[src/rtl/if_stage.sv]
// Instruction fetch stage: PC register, IF/ID pipeline register and BOOT/RUN/HALT control.
// Optional performance counters are built when IF_PERF_CNT_EN is defined.
module if_stage #(
  parameter logic [31:0] RESET_PC   = 32'h0000_0000,
  parameter int          IMEM_WORDS = 1024
) (
  input  logic        clk,
  input  logic        reset,
  output logic [31:0] imem_addr,
  input  logic [31:0] imem_instr,
  input  logic        stall,
  input  logic        redirect,
  input  logic [31:0] redirect_pc,
  output logic [31:0] ifid_instr,
  output logic [31:0] ifid_pc4,
  output logic        ifid_valid,
  output logic        fetch_fault
`ifdef IF_PERF_CNT_EN
  ,
  output logic [31:0] perf_fetched,
  output logic [31:0] perf_stalled
`endif
);

  typedef enum logic [1:0] {
    ST_BOOT = 2'd0,
    ST_RUN  = 2'd1,
    ST_HALT = 2'd2
  } state_t;

  localparam logic [32:0] IMEM_BYTES = 33'(IMEM_WORDS) * 33'd4;

  state_t      state_r, state_s;
  logic [31:0] pc_r, pc_s;
  logic [31:0] instr_r, instr_s;
  logic [31:0] pc4_r, pc4_s;
  logic        valid_r, valid_s;
  logic        fault_r, fault_s;
  logic [31:0] pc_plus4_s;
  logic        pc_bad_s;

  // Misaligned or beyond the end of instruction memory.
  function automatic logic pc_fault(input logic [31:0] pc);
    return (pc[1:0] != 2'b00) || ({1'b0, pc} >= IMEM_BYTES);
  endfunction

  assign imem_addr   = pc_r;
  assign pc_plus4_s  = pc_r + 32'd4;
  assign pc_bad_s    = pc_fault(pc_r);
  assign ifid_instr  = instr_r;
  assign ifid_pc4    = pc4_r;
  assign ifid_valid  = valid_r;
  assign fetch_fault = fault_r;

  // Next-state and next IF/ID contents.
  always_comb begin
    state_s = state_r;
    pc_s    = pc_r;
    instr_s = instr_r;
    pc4_s   = pc4_r;
    valid_s = valid_r;
    fault_s = fault_r;
    case (state_r)
      // Settle cycle: memory output for the new PC is not valid yet.
      ST_BOOT: begin
        state_s = ST_RUN;
        valid_s = 1'b0;
      end
      ST_RUN: begin
        if (redirect) begin
          pc_s    = redirect_pc;
          instr_s = 32'd0;
          valid_s = 1'b0;
          state_s = ST_BOOT;
        end else if (stall) begin
          state_s = ST_RUN;
        end else if (pc_bad_s) begin
          state_s = ST_HALT;
          fault_s = 1'b1;
          valid_s = 1'b0;
        end else begin
          instr_s = imem_instr;
          pc4_s   = pc_plus4_s;
          valid_s = 1'b1;
          pc_s    = pc_plus4_s;
        end
      end
      ST_HALT: begin
        valid_s = 1'b0;
      end
      default: begin
        state_s = ST_HALT;
        valid_s = 1'b0;
        fault_s = 1'b1;
      end
    endcase
  end

  // Fetch state and IF/ID registers.
  always_ff @(posedge clk) begin
    if (reset) begin
      state_r <= ST_BOOT;
      pc_r    <= RESET_PC;
      instr_r <= 32'd0;
      pc4_r   <= 32'd0;
      valid_r <= 1'b0;
      fault_r <= 1'b0;
    end else begin
      state_r <= state_s;
      pc_r    <= pc_s;
      instr_r <= instr_s;
      pc4_r   <= pc4_s;
      valid_r <= valid_s;
      fault_r <= fault_s;
    end
  end

`ifdef IF_PERF_CNT_EN
  logic [31:0] fetched_r;
  logic [31:0] stalled_r;

  assign perf_fetched = fetched_r;
  assign perf_stalled = stalled_r;

  // Count captures and stall cycles taken in RUN.
  always_ff @(posedge clk) begin
    if (reset) begin
      fetched_r <= 32'd0;
      stalled_r <= 32'd0;
    end else if (state_r == ST_RUN && !redirect) begin
      if (stall) begin
        stalled_r <= stalled_r + 32'd1;
      end else if (!pc_bad_s) begin
        fetched_r <= fetched_r + 32'd1;
      end
    end
  end
`else
  // Counters are not built in this configuration.
`endif

endmodule

[config.mk]
export PLATFORM = sky130hd
export DESIGN_NAME = if_stage
export DESIGN_NICKNAME = d
export VERILOG_FILES = /design/src/rtl/if_stage.sv
export SDC_FILE = /design/constraint.sdc
export NUM_CORES = 1
export LEC_CHECK = 0
export ABC_AREA = 1
export BUFFER_PORTS_ARGS = -buffer_cell sky130_fd_sc_hd__buf_2
export CORE_MARGIN = 5
export CORE_UTILIZATION = 45
export CTS_CLUSTER_DIAMETER = 50
export DETAILED_ROUTE_END_ITERATION = 8
export PLACE_DENSITY = 0.72
export SYNTH_ARGS = -nofsm -noshare
export SYNTH_HDL_FRONTEND = slang
export SYNTH_SLANG_ARGS = --single-unit
[constraint.sdc]
create_clock -name clk -period 1.7 [get_ports clk]
set_input_delay 0.425 -clock clk [delete_from_list [all_inputs] [get_ports clk]]
set_output_delay 0.425 -clock clk [all_outputs]
set_load 0.01 [all_outputs]
==> run_results.csv, run 1 <==
group,metric,value,unit
critical_path,end_kind,"flip-flop",
timing,finalSetupViolations,0,
global_route,met1_usage,0.252,
timing,skew,7.95,ps
critical_path,cp.arrival,1900,ps
routing,routed_via_density,4.85,
global_route,antenna_found_initial,0,
synthesis,synth_common_cells,"nand2_1, nor2_1, dfxtp_1, inv_1, nand3_1",
clock_network,clock_latency,350,ps
routing,drt_wl_total,13500,microns
synthesis,syn_nets,779,
min_path,holdPathEnd,"ifid_instr[29]$_SDFFE_PP0P_",
finish,fin_area,6010,sq um
synthesis,synth.avg_cell_area,6.47,sq um
finish,final_layout_size_suffix_gt1_frac,0.260,
synthesis,ys_seq_area_frac,0.436,
clock_network,cts_tree,"done",
synthesis,synth_edf_count,0,
status,status,"complete, no violations",
timing,fmax,623,MHz
timing,finalHoldViolCount,0,
global_route,use_met3,0.0737,
critical_path,cp_cell_sequence,"inv_2, nand2_1, nor2_1, nand3_4, nand2_4, nand3_4, clkbuf_16, nand2_1, nand2_1, nor2_1",
place,port_buffers,165,
clock_network,cts.sinks,100,
synthesis,async_reset_ff_frac,0,
critical_path,r2r-end,"imem_addr[26]$_SDFFE_PP0P_",
die,ios,166,
die,die_height,111,microns
die,coreArea,9860,sq um
finish,nNetsFinal,947,
critical_path,cp_max_fo,30,
min_path,hold_path_class,"in2reg",
min_path,min_path_cells,3,
synthesis,synth_seq_cells,100,
global_route,grt_max_degree,62,
critical_path,start_kind,"flip-flop",
place,gp_congestion,0.889,
global_route,grt_pass1_wl,21800,microns
timing,fin_crit_sh,0.944,
critical_path,crit_family,"simple AND/OR/NAND/NOR gates",
global_route,grt_pass1_vias,4711,
flow_run,maxCapViolations,0,
synthesis,yosys_warnings,0,
finish,fillers,985,
synthesis,synth_area,4590,sq um
timing,rsz0062_at_grt,"yes",
global_route,use_met2,0.358,
power_and_ir_drop,ir_worst_vdd,0.586,mV
critical_path,critPathSlowestCell,"dfxtp_1",
min_path,hp-start,"imem_instr[29]",
finish,diodes,0,
synthesis,synthFlopType,"dfxtp_1",
synthesis,yosysUniqueCellTypes,22,
finish,area_delta_synth_final,31.0,%
critical_path,crit_required,1990,ps
timing,tightest_slew,305,ps
critical_path,r2r_slack,90,ps
synthesis,yosysTopAreaCell,"dfxtp_1",
synthesis,syn_inst,709,
critical_path,path_buf_inv,2,
synthesis,synth_area_leaders,"dfxtp_1, nand2_1, nor2_1",
critical_path,path_common_cell,"nand2_1",
critical_path,r2r-start,"imem_addr[12]$_SDFFE_PP0P_",
routing,dr.pass1.iters,7,
timing,final.setup.tns,0,ps
clock_network,htreeDepth,3,
critical_path,worstSetupPathType,"reg2reg",
critical_path,reg2reg_depth,10,
global_route,top_usage_layer,"met2",
timing,maxSlewHeadroom,0.796,
timing,fin_crit,1610,ps
synthesis,synth_top_area_frac,0.436,
power_and_ir_drop,power_density,900,nW/um^2
timing,drv_slew,0,
routing,wl_per_cell,13.3,microns
die,die_w,111,microns
synthesis,yosysMostFrequentCell,"nand2_1",
power_and_ir_drop,power_leakage,3.30,nW
global_route,gr-total-overflow,0,
routing,drt_iter0_markers,287,
clock_network,cts.clk_slew.worst_paths,90,ps
routing,drt_drc_violations_left,0,
clock_network,ctsRootBufferMaster,"clkbuf_8",
place,place_area,5680,sq um
clock_network,cts.path.max_buffers,2,
finish,register_area,2000,sq um
place,dp_hpwl,9970,microns
routing,vias,4921,
global_route,grt_use_total,0.210,
clock_network,cts_buffers,9,
die,rows,36,
routing,antenna_left,0,
die,die_area,12300,sq um
die,initial_core_util,0.465,
critical_path,slowest_delay,370,ps
finish,multi_input_area,2160,sq um
[layout by cell type, fill, tap and decap left out, types with 2 or more instances in the layout]
cell type  synthesis  final
o21a_1             2      2
clkbuf_8           0      9
nor2_1           120    111
nand3_4            1      2
nor2_2             3     12
ha_1               2      2
buf_12             0      3
buf_2              8    165
nand2_1          212    211
inv_2              1      2
xor2_1             6      5
dfxtp_1          100     99
nand4_1            5      5
buf_6              0      2
inv_1             81     80
buf_4              4     22
clkbuf_1          22      2
nand3_1           77     76
bufinv_16          0      3
a21oi_1           41     41
o21ai_0           17     17
[state kept, by name (all words and copies together), names as in the netlist]
signal / flops
state_r: 2
imem_addr: 32
ifid_instr: 32
ifid_pc4: 32
ifid_valid: 1
fetch_fault: 1
[final cells by class]
class                           count  share of cell area
Clock buffer                       11              0.0219
Sequential cell                   100               0.333
Multi-Input combinational cell    490               0.360
Tap cell                          133              0.0277
Clock inverter                      5              0.0181
Inverter                           82              0.0512
Timing Repair Buffer              194               0.187
[layer usage]
| layer | wire length, microns | vias up | share of wire |
|---|---|---|---|
| met5 | 0 | - | 0 |
| met4 | 251 | 0 | 0.019 |
| met3 | 1230 | 24 | 0.091 |
| met2 | 6510 | 175 | 0.48 |
| met1 | 5480 | 2203 | 0.41 |
| li1 | - | 2519 | - |
[power by group]
part	internal (mW)	switching, mW
Clock	0.990	0.801
Combinational	0.425	0.655
Sequential	2.45	0.0850
[worst reg2reg max path, delay by kind of cell (launching register included)]
| family | cells | cell delay (ps) |
|---|---|---|
| AND/OR/NAND/NOR | 8 | 840 |
| flip-flops | 1 | 370 |
| buffers and inverters | 2 | 350 |
[how the worst max path moves through the flow]
stage	endpoint	slack, ps	depth (start not counted)	startpoint
floorplan	imem_addr[22]$_SDFFE_PP0P_	140	10	imem_addr[2]$_SDFFE_PP0P_
global placement	imem_addr[11]$_SDFFE_PP0P_	130	9	imem_addr[4]$_SDFFE_PP0P_
detailed placement	ifid_instr[9]$_SDFFE_PP0P_	60	8	stall
CTS	imem_addr[12]$_SDFFE_PP0P_	40	9	imem_addr[2]$_SDFFE_PP0P_
global route	imem_addr[20]$_SDFFE_PP0P_	-90	10	imem_addr[2]$_SDFFE_PP0P_
finish	imem_addr[26]$_SDFFE_PP0P_	90	10	imem_addr[12]$_SDFFE_PP0P_
[repair_timing]
action | in CTS | in global routing
setup buffers | 0 | 0
gates resized for setup | 0 | 17
hold buffers | 0 | 0
endpoints found under the setup margin | 0 | 59
[logic make-up after synthesis]
logic type               Yosys count  synth area share
XOR/XNOR                           7            0.0134
AND/OR/NAND/NOR                  420             0.374
flip-flops                       100             0.436
adder cells (fa/ha/maj)            2           0.00545
AO/OA/AOI/OAI                     61            0.0682
buffers and inverters            119             0.103
[metrics by stage]
step	hold WS, ps	utilization	cells	total power, mW	worst slack (ps)
2_1_floorplan	454	-	709	3.19	144
3_3_place_gp	438	0.576	998	3.58	130
3_5_place_dp	444	0.576	998	3.61	57.1
4_1_cts	267	0.600	1014	5.41	37.4
5_1_grt	275	0.609	1015	5.71	-91.9
6_report	285	0.609	1015	5.41	94.8
Power figures use the tool's default switching activity.
==> run 2: changes to the inputs <==
- PLACE_DENSITY: 0.72 -> 0.79
==> run 2 against run 1 <==
Critical path depth stayed put. Combinational power is 9% higher. Die area stayed put. Clock power is 11% lower. Largest cell class unchanged. Largest power group unchanged.
==> run_results.csv, run 2 (same netlist as run 1, synthesis figures left out) <==
group,metric,value,unit
finish,final_util,0.616,
timing,skew,13.8,ps
clock_network,htreeDepth,3,
global_route,grt_max_degree,64,
routing,routed_via_density,4.81,
critical_path,cp.arrival,1930,ps
critical_path,worstSetupPathType,"reg2reg",
clock_network,cts.sinks,100,
routing,vias,4911,
global_route,gr-total-overflow,0,
critical_path,cp_cell_sequence,"nor2_4, nand2_2, nor2_4, nand3_4, nand2_4, nand3_4, clkbuf_16, nand2_1, nand2_1, nor2_1",
finish,fin_area,6080,sq um
die,die_w,111,microns
finish,final_common_cell,"nand2_1",
power_and_ir_drop,power_leakage,3.34,nW
die,coreArea,9860,sq um
clock_network,cts_tree,"done",
routing,dr.pass1.iters,7,
global_route,antenna_found_initial,0,
timing,maxSlewHeadroom,0.757,
place,port_buffers,165,
finish,fillers,965,
clock_network,clock_latency,360,ps
routing,antenna_left,0,
critical_path,r2r-end,"imem_addr[17]$_SDFFE_PP0P_",
die,die_height,111,microns
critical_path,start_kind,"flip-flop",
finish,nNetsFinal,952,
timing,fmax,615,MHz
status,status,"complete, no violations",
place,dp_slack,-2.66,ps
power_and_ir_drop,switching_share,0.314,
min_path,min_path_cells,3,
timing,drv_slew,0,
power_and_ir_drop,p_seq_frac,0.478,
clock_network,cts_buffers,9,
critical_path,cp_max_fo,15,
finish,fin_cells,1020,
critical_path,end_kind,"flip-flop",
timing,setup_slack,73.4,ps
timing,tightest_slew,364,ps
die,die_area,12300,sq um
global_route,grt_pass1_wl,21000,microns
finish,layout_common_cells,"nand2_1, buf_2, nor2_1, dfxtp_1, inv_1",
die,ios,166,
power_and_ir_drop,internal-power,3.65,mW
critical_path,crit_required,2010,ps
die,rows,36,
timing,finalSetupViolations,0,
clock_network,cts.clk_slew.worst_paths,110,ps
min_path,holdPathEnd,"ifid_instr[29]$_SDFFE_PP0P_",
routing,drt_wl_total,13600,microns
critical_path,crit_family,"simple AND/OR/NAND/NOR gates",
timing,holdWs,282,ps
timing,finalHoldViolCount,0,
critical_path,r2r-start,"imem_addr[16]$_SDFFE_PP0P_",
routing,drt_iter0_markers,323,
global_route,grt_use_total,0.203,
place,dpl.cell_count,996,
finish,multi_input_area,2190,sq um
finish,final_layout_size_suffix_gt1_frac,0.278,
critical_path,r2r_slack,70,ps
power_and_ir_drop,combPwrFrac,0.222,
global_route,grt_pass1_vias,4498,
finish,area_delta_synth_final,32.5,%
finish,register_area,2010,sq um
power_and_ir_drop,p_clk_frac,0.299,
critical_path,critPathSlowestCell,"dfxtp_2",
clock_network,ctsRootBufferMaster,"clkbuf_8",
die,initial_core_util,0.465,
place,dp_hpwl,9280,microns
flow_run,maxCapViolations,0,
timing,final.setup.tns,0,ps
place,gp_congestion,0.872,
power_and_ir_drop,ir_worst_vdd,0.576,mV
power_and_ir_drop,power,5.31,mW
clock_network,cts.path.max_buffers,2,
routing,drt_drc_violations_left,0,
finish,diodes,0,
critical_path,slowest_delay,350,ps
clock_network,hold_buffers,0,
place,place_area,5650,sq um
min_path,hold_path_class,"in2reg",
power_and_ir_drop,switching_power,1.67,mW
timing,fin_crit,1630,ps
routing,wl_per_cell,13.3,microns
timing,fin_crit_sh,0.957,
critical_path,reg2reg_depth,10,
timing,rsz0062_at_grt,"yes",
min_path,hp-start,"imem_instr[29]",
power_and_ir_drop,power_density,874,nW/um^2
critical_path,path_buf_inv,1,
run 2: cell types whose count changed in the layout (fill, tap and decap cells not counted), sizes merged:
cell / change
clkinv: +1
buf: +3
bufinv: -2
inv: +3
run 2: what timing repair did:
item                       in CTS  in global routing
buffers inserted                0                  3
pin swaps                       0                 10
cloned                          0                  5
gates resized for setup         2                 33
setup endpoints to repair       2                 85
run 2: worst max path at each step:
stage | startpoint | endpoint | cells after the start
final | imem_addr[16]$_SDFFE_PP0P_ | imem_addr[17]$_SDFFE_PP0P_ | 10
after CTS | imem_addr[15]$_SDFFE_PP0P_ | ifid_pc4[1]$_SDFFE_PP0P_ | 9
after floorplan | imem_addr[2]$_SDFFE_PP0P_ | imem_addr[22]$_SDFFE_PP0P_ | 10
after detailed placement | imem_addr[3]$_SDFFE_PP0P_ | ifid_pc4[12]$_SDFFE_PP0P_ | 7
after global routing | imem_addr[20]$_SDFFE_PP0P_ | imem_addr[23]$_SDFFE_PP0P_ | 10
after global placement | imem_addr[2]$_SDFFE_PP0P_ | ifid_pc4[12]$_SDFFE_PP0P_ | 7
run 2: power by group through the flow:
stage          Clock, mW  Sequential [mW]  Combinational [mW]
4_1_cts             1.62             2.53                1.01
6_report            1.59             2.54                1.18
2_1_floorplan          0             2.64               0.552
3_3_place_gp           0             2.58               0.997
3_5_place_dp           0             2.58                1.01
5_1_grt             1.71             2.55                1.31
run 2: final cells by class:
type | count | share of cell area
Clock buffer | 9 | 0.0204
Multi-Input combinational cell | 490 | 0.361
Tap cell | 133 | 0.0274
Clock inverter | 7 | 0.0132
Inverter | 82 | 0.0506
Timing Repair Buffer | 199 | 0.197
Sequential cell | 100 | 0.331
run 2: worst min-delay path: cells and delay by family:
| family | cells | cell delay, ps |
|---|---|---|
| buffers and inverters | 1 | 80 |
| AND/OR/NAND/NOR | 2 | 110 |
run 2: metal layers:
metal  vias up  global-route usage  share of wire  wire (microns)
li1       2531                   -              -               -
met5         -                   0              0               0
met3        15              0.0611          0.080            1090
met2       175               0.339           0.48            6490
met4         0              0.0542          0.013             174
met1      2190               0.254           0.43            5800
